**src/rtl/q_emu_sequencer.sv**
```systemverilog
// Address and MAC-strobe sequencer for the quantum-state emulator: M gate-matrix x
// state-vector products, scratchpad ping-pong between gates, result to the output SRAM.
module q_emu_sequencer #(
    parameter int unsigned MAX_QUBITS = 4,
    parameter int unsigned ADDR_W     = 32
) (
    input  logic              clk,
    input  logic              reset,
    input  logic              dut_valid,
    output logic              dut_ready,
    output logic [ADDR_W-1:0] in_rd_addr,
    input  logic [127:0]      in_rd_data_hdr,
    output logic [ADDR_W-1:0] gate_rd_addr,
    output logic [ADDR_W-1:0] scr_rd_addr,
    output logic              scr_wr_en,
    output logic [ADDR_W-1:0] scr_wr_addr,
    output logic              out_wr_en,
    output logic [ADDR_W-1:0] out_wr_addr,
    output logic              mac_src_sel,
    output logic              mac_first,
    output logic              mac_acc,
    output logic              mac_last,
    output logic              cfg_err
);

    localparam logic [ADDR_W-1:0] ADDR_ONE = {{(ADDR_W-1){1'b0}}, 1'b1};

    typedef enum logic [2:0] {
        S_IDLE,
        S_HDR_RD,
        S_HDR_CAP,
        S_RUN,
        S_DRAIN,
        S_DONE
    } state_t;

    state_t state, state_nxt;

    logic [63:0]       hdr_q, hdr_m;
    logic              cfg_bad;
    logic [ADDR_W-1:0] n_cap, nn_cap;

    logic [63:0]       m_reg, g_cnt;
    logic [ADDR_W-1:0] n_reg, nn_reg;
    logic [ADDR_W-1:0] k_cnt, i_cnt, row_base, gate_base;
    logic              drain_cnt;
    logic              k_wrap, i_end, last_gate;

    // Issue-stage values, registered onto the ports one cycle later
    logic [ADDR_W-1:0] iss_in_addr, iss_gate_addr, iss_scr_addr, iss_wr_addr;
    logic              iss_acc, iss_first, iss_last, iss_src, iss_final, iss_cfg_err;

    logic              pa_acc, pa_first, pa_last, pa_src, pa_final;
    logic [ADDR_W-1:0] pa_wr_addr;
    logic              pb_final;
    logic [ADDR_W-1:0] pb_wr_addr;

    assign hdr_q   = in_rd_data_hdr[127:64];
    assign hdr_m   = in_rd_data_hdr[63:0];
    assign cfg_bad = hdr_q > 64'(MAX_QUBITS);
    // Only meaningful when cfg_bad is clear, so a narrow shift amount suffices
    assign n_cap   = ADDR_ONE << hdr_q[7:0];
    assign nn_cap  = ADDR_ONE << {hdr_q[6:0], 1'b0};

    assign k_wrap    = (k_cnt == n_reg - ADDR_ONE);
    assign i_end     = (i_cnt == n_reg - ADDR_ONE);
    assign last_gate = (g_cnt == m_reg - 64'd1);

    always_ff @(posedge clk) begin
        if (reset) begin
            state <= S_IDLE;
        end else begin
            state <= state_nxt;
        end
    end

    always_comb begin
        state_nxt = state;
        case (state)
            S_IDLE:    if (dut_valid) state_nxt = S_HDR_RD;
            S_HDR_RD:  state_nxt = S_HDR_CAP;
            S_HDR_CAP: begin
                if (cfg_bad)             state_nxt = S_IDLE;
                else if (hdr_m == '0)    state_nxt = S_DONE;
                else                     state_nxt = S_RUN;
            end
            S_RUN:     if (k_wrap && i_end) state_nxt = S_DRAIN;
            S_DRAIN:   if (drain_cnt) state_nxt = last_gate ? S_DONE : S_RUN;
            S_DONE:    state_nxt = S_IDLE;
            default:   state_nxt = S_IDLE;
        endcase
    end

    // Row and gate bases advance by N and N*N so no multiplier is needed
    always_ff @(posedge clk) begin
        if (reset) begin
            m_reg     <= '0;
            g_cnt     <= '0;
            n_reg     <= '0;
            nn_reg    <= '0;
            k_cnt     <= '0;
            i_cnt     <= '0;
            row_base  <= '0;
            gate_base <= '0;
            drain_cnt <= 1'b0;
        end else begin
            case (state)
                S_HDR_CAP: begin
                    m_reg     <= hdr_m;
                    n_reg     <= n_cap;
                    nn_reg    <= nn_cap;
                    g_cnt     <= '0;
                    k_cnt     <= '0;
                    i_cnt     <= '0;
                    row_base  <= '0;
                    gate_base <= '0;
                    drain_cnt <= 1'b0;
                end
                S_RUN: begin
                    if (k_wrap) begin
                        k_cnt    <= '0;
                        i_cnt    <= i_cnt + ADDR_ONE;
                        row_base <= row_base + n_reg;
                    end else begin
                        k_cnt <= k_cnt + ADDR_ONE;
                    end
                end
                S_DRAIN: begin
                    drain_cnt <= ~drain_cnt;
                    k_cnt     <= '0;
                    i_cnt     <= '0;
                    row_base  <= '0;
                    if (drain_cnt) begin
                        g_cnt     <= g_cnt + 64'd1;
                        gate_base <= gate_base + nn_reg;
                    end
                end
                default: begin
                    drain_cnt <= 1'b0;
                end
            endcase
        end
    end

    always_comb begin
        iss_in_addr   = '0;
        iss_gate_addr = '0;
        iss_scr_addr  = '0;
        iss_acc       = 1'b0;
        iss_first     = 1'b0;
        iss_last      = 1'b0;
        iss_src       = 1'b0;
        iss_final     = last_gate;
        iss_wr_addr   = (last_gate ? '0 : (g_cnt[0] ? n_reg : '0)) + i_cnt;
        iss_cfg_err   = 1'b0;
        case (state)
            S_HDR_CAP: iss_cfg_err = cfg_bad;
            S_RUN: begin
                iss_acc       = 1'b1;
                iss_gate_addr = gate_base + row_base + k_cnt;
                iss_first     = (k_cnt == '0);
                iss_last      = k_wrap;
                iss_src       = (g_cnt != '0);
                // Gate g>0 reads the bank gate g-1 wrote, i.e. the one opposite g's parity
                if (g_cnt == '0) iss_in_addr  = ADDR_ONE + k_cnt;
                else             iss_scr_addr = (g_cnt[0] ? '0 : n_reg) + k_cnt;
            end
            default: ;
        endcase
    end

    // Addresses leave one cycle after issue, strobes one more, row writes one after mac_last
    always_ff @(posedge clk) begin
        if (reset) begin
            dut_ready    <= 1'b1;
            cfg_err      <= 1'b0;
            in_rd_addr   <= '0;
            gate_rd_addr <= '0;
            scr_rd_addr  <= '0;
            pa_acc       <= 1'b0;
            pa_first     <= 1'b0;
            pa_last      <= 1'b0;
            pa_src       <= 1'b0;
            pa_final     <= 1'b0;
            pa_wr_addr   <= '0;
            mac_acc      <= 1'b0;
            mac_first    <= 1'b0;
            mac_last     <= 1'b0;
            mac_src_sel  <= 1'b0;
            pb_final     <= 1'b0;
            pb_wr_addr   <= '0;
            scr_wr_en    <= 1'b0;
            scr_wr_addr  <= '0;
            out_wr_en    <= 1'b0;
            out_wr_addr  <= '0;
        end else begin
            dut_ready    <= (state == S_IDLE);
            cfg_err      <= iss_cfg_err;
            in_rd_addr   <= iss_in_addr;
            gate_rd_addr <= iss_gate_addr;
            scr_rd_addr  <= iss_scr_addr;
            pa_acc       <= iss_acc;
            pa_first     <= iss_first;
            pa_last      <= iss_last;
            pa_src       <= iss_src;
            pa_final     <= iss_final;
            pa_wr_addr   <= iss_wr_addr;
            mac_acc      <= pa_acc;
            mac_first    <= pa_acc & pa_first;
            mac_last     <= pa_acc & pa_last;
            mac_src_sel  <= pa_acc & pa_src;
            pb_final     <= pa_final;
            pb_wr_addr   <= pa_wr_addr;
            scr_wr_en    <= mac_last & ~pb_final;
            scr_wr_addr  <= (mac_last & ~pb_final) ? pb_wr_addr : '0;
            out_wr_en    <= mac_last & pb_final;
            out_wr_addr  <= (mac_last & pb_final) ? pb_wr_addr : '0;
        end
    end

endmodule

```
**config.mk**
```make
export PLATFORM = sky130hd
export DESIGN_NAME = q_emu_sequencer
export DESIGN_NICKNAME = d
export VERILOG_FILES = /design/src/rtl/q_emu_sequencer.sv
export SDC_FILE = /design/constraint.sdc
export NUM_CORES = 1
export LEC_CHECK = 0
export CORE_ASPECT_RATIO = 0.75
export CORE_MARGIN = 1.5
export CORE_UTILIZATION = 50
export DETAILED_ROUTE_END_ITERATION = 8
export HOLD_SLACK_MARGIN = 0.03
export PLACE_DENSITY = 0.71
export SYNTH_ARGS = -nofsm -noshare
export SYNTH_HDL_FRONTEND = slang
export SYNTH_SLANG_ARGS = --single-unit
```
**constraint.sdc**
```tcl
create_clock -name clk -period 10.2 [get_ports clk]
set_clock_uncertainty 0.15 [all_clocks]
set_input_delay 2.04 -clock clk [delete_from_list [all_inputs] [get_ports clk]]
set_output_delay 2.04 -clock clk [all_outputs]
set_load 0.1 [all_outputs]
```
==> qor.yml <==
synth_warnings: 0
routed_via_density: 6.180
vias: 29619
p_seq_share_pct: 43.7
p_clk_share_pct: 45.7
outcome: "completed"
worstPathRequired_ns: 10.53
p_comb_share_pct: 10.6
reg2reg_to: "pa_wr_addr[28]$_SDFF_PP0_"
dieWidth_um: 293
hold_viol: 0
seqCellArea_mm2: 0.01093
endpoint_kind: "flop"
first_pass_iters: 7
coreArea_mm2: 0.06217
synthCells: 3737
synth_nets: 4050
antenna_left: 0
die_y_um: 220.5
synth_edf_count: 0
wl_per_cell_um: 22.53
maxSlewViolCount: 0
synth_area_leaders: "dfxtp_1 (35%), xnor2_1 (6.0%), ha_1 (5.8%)"
wl_met2_mm: 44.71
p_sw_mw: 1.273
fmax_mhz: 132.3
multi_input_area_mm2: 0.01952
grt_pass1_wl_mm: 162.8
synth_cell_types: 85
fin_crit_ns: 7.556
dr.max_layer_used: "met4"
r2r-start: "m_reg[2]$_SDFFE_PP0P_"
nNetsFinal: 4249
p_per_area_mw_per_mm2: 133.7
drive_above_1_share_pct: 4.671
yosysSeqAreaShare_pct: 34.66
gp_congestion: 1.023
synth_top_cell_area_share_pct: 34.66
cts_setup_buffers: 0
vdd_drop_max_mv: 0.1010
rsz0062_at_grt: "no"
synth_area_mm2: 0.03154
met1_length_mm: 48.83
clockBufferDepth: 3
synthToLayoutAreaGrowth_pct: 17.72
grt_pass1_vias: 26419
first_iter_violations: 3268
crit_type: "reg2reg"
wl_mm: 108.0
track_usage_pct: 32.42
synth_top_area_cell: "dfxtp_1"
wl_met3_mm: 11.02
min-delay-start: "pa_src$_SDFF_PP0_"
cts_tree: "built"
dieArea_mm2: 0.06461
portBuffers: 298
r2r_slack_ns: 2.64
cts_hold_buf: 0
setup_violations: 0
max-slew-margin-rel_pct: 16.76
leakagePower_nw: 14.64
cts_resized: 0
path_clk_slew_ns: 0.07
clk_latency_ns: 0.63
cap_violations: 0
rows: 79
htree_num_levels: 2
finalCritPeriodShare_pct: 74.08
crit_arrival_ns: 7.88
cp_max_fo: 23
ys_ff_latch: 546
critPathLaunchType: "flop"
ys.flop_type: "dfxtp_1"
hold_end: "mac_src_sel$_SDFF_PP0_"
nFillCells: 5516
cts_root_buffer: "clkbuf_16"
cts.sinks: 546
whs_path_depth: 1
async_flop_share_pct: 0
setup_tns_ns: 0
worst_r2r_path_depth: 21
sw_frac_of_total_pct: 25.64
synth.avg_cell_area_um2: 8.439
io_pins: 299
dp_hpwl_mm: 80.89
hold_path_class: "reg2reg"
grt_max_degree: 78
hold_slack_ns: 0.2773
numCtsBuffers: 55
tightest_slew_ns: 1.238
start_util_pct: 50.73
internal-power_mw: 3.691
gr-total-overflow: 0
route.detailed.drc: 0
antenna_found_initial: 3
synth_stat cells, drive strengths merged, types with 10 or more instances:
master / instances
a211oi: 37
nor3b: 19
o31a: 21
dfxtp: 546
o2111ai: 14
mux2i: 15
o21a: 19
inv: 87
nor3: 127
or4: 22
a22oi: 17
nand3: 144
o22ai: 17
buf: 28
a31o: 14
nand3b: 19
fa: 35
xor2: 144
ha: 147
o311ai: 11
nand4b: 15
nand4: 79
nor4: 115
nand2b: 34
and2: 88
a311oi: 11
nor2b: 78
a22o: 86
nor2: 371
xnor3: 10
a21oi: 186
clkbuf: 169
a31oi: 44
and3: 80
nand2: 235
and4: 12
xnor2: 216
o21ai: 172
a21o: 47
or3: 60
o211ai: 13
o31ai: 22
a211o: 11
o21bai: 25
power by group through the flow:
stage | clock (mW) | combinational (mW) | sequential [mW]
global placement | 0 | 0.510 | 2.22
finish | 2.27 | 0.527 | 2.17
detailed placement | 0 | 0.511 | 2.22
CTS | 2.30 | 0.514 | 2.17
global route | 2.38 | 0.565 | 2.17
floorplan | 0 | 0.343 | 2.21
per-stage QoR:
step	setup slack, ns	instances	instance area (um^2)	util [%]	total power [mW]
floorplan	4.283	3737	31540	-	2.553
global placement	2.942	4689	35090	56.44	2.726
detailed placement	2.826	4689	35090	56.44	2.727
CTS	2.795	4792	37120	59.71	4.977
global route	2.066	4792	37120	59.71	5.118
finish	2.644	4793	37130	59.71	4.964
worst max-delay path by stage:
stage                     slack (ns)                    from                         to
after floorplan                 4.28  m_reg[29]$_SDFFE_PP0P_  pa_wr_addr[28]$_SDFF_PP0_
after global placement          2.94   m_reg[2]$_SDFFE_PP0P_  pa_wr_addr[28]$_SDFF_PP0_
after detailed placement        2.83   m_reg[2]$_SDFFE_PP0P_  pa_wr_addr[28]$_SDFF_PP0_
after CTS                       2.80   m_reg[2]$_SDFFE_PP0P_  pa_wr_addr[28]$_SDFF_PP0_
after global routing            2.07   m_reg[2]$_SDFFE_PP0P_  pa_wr_addr[28]$_SDFF_PP0_
final                           2.64   m_reg[2]$_SDFFE_PP0P_  pa_wr_addr[28]$_SDFF_PP0_
layout by cell type, fill, tap and decap left out, types with 25 or more instances in the layout:
cell             synthesis  layout
dfxtp_1                546     545
nor2_1                 371     370
clkdlybuf4s50_1          0     297
nand2_1                235     234
xnor2_1                216     216
a21oi_1                186     185
o21ai_0                170     170
ha_1                   147     147
xor2_1                 144     144
nand3_1                144     144
nor3_1                 126     125
nor4_1                 107     106
inv_1                   87      87
and2_1                  87      86
a22o_1                  86      86
and3_1                  80      80
nor2b_1                 78      78
nand4_1                 77      77
or3_1                   59      59
clkbuf_16                0      56
a21o_1                  47      47
a31oi_1                 44      44
buf_4                    0      42
a211oi_1                37      37
fa_1                    35      35
nand2b_1                34      34
o21bai_1                25      25
critical path: stages (launching register included):
cell and delay [ns]:
dfxtp_1 0.40, nor4_2 0.65, nand3b_1 0.44, nor4_1 1.04
nand4b_1 0.20, xnor2_1 0.18, nor4_1 0.28, nand4_1 0.19
or3_1 0.42, buf_4 0.23, and3_1 0.21, ha_1 0.32
nor2b_1 0.18, o31a_1 0.29, o31ai_1 0.48, a211oi_1 0.24
o311ai_0 0.52, a21oi_1 0.27, a211o_1 0.31, a21oi_1 0.17
xor2_1 0.16, nor2_1 0.05
layout make-up:
class                      count  share of cell area (%)
timing repair buffer         339                   8.857
antenna                        1                0.006740
clock inverter                34                   1.405
tap                          810                   2.730
clock buffer                  69                   4.068
sequential                   546                   29.45
multi-input combinational   2905                   52.59
inverter                      89                  0.8998
routing by layer:
layer,track usage (%),vias to the layer above
met5,0,-
met4,10.12,0
met3,6.920,224
met2,48.21,1510
met1,46.75,13948
li1,-,13937
logic make-up (layout without fill, tap and decap cells):
logic type,count (synthesis),count (layout),synth area share [%]
other cells,0,1,0
fa+ha+maj,182,182,8.054
xor+xnor,370,370,10.71
mux,15,15,0.4761
flops,546,546,34.66
buf+inv,286,531,3.571
compound gates,817,817,17.35
simple gates,1521,1521,25.18
Note: power is estimated with default switching activity, not from simulation.
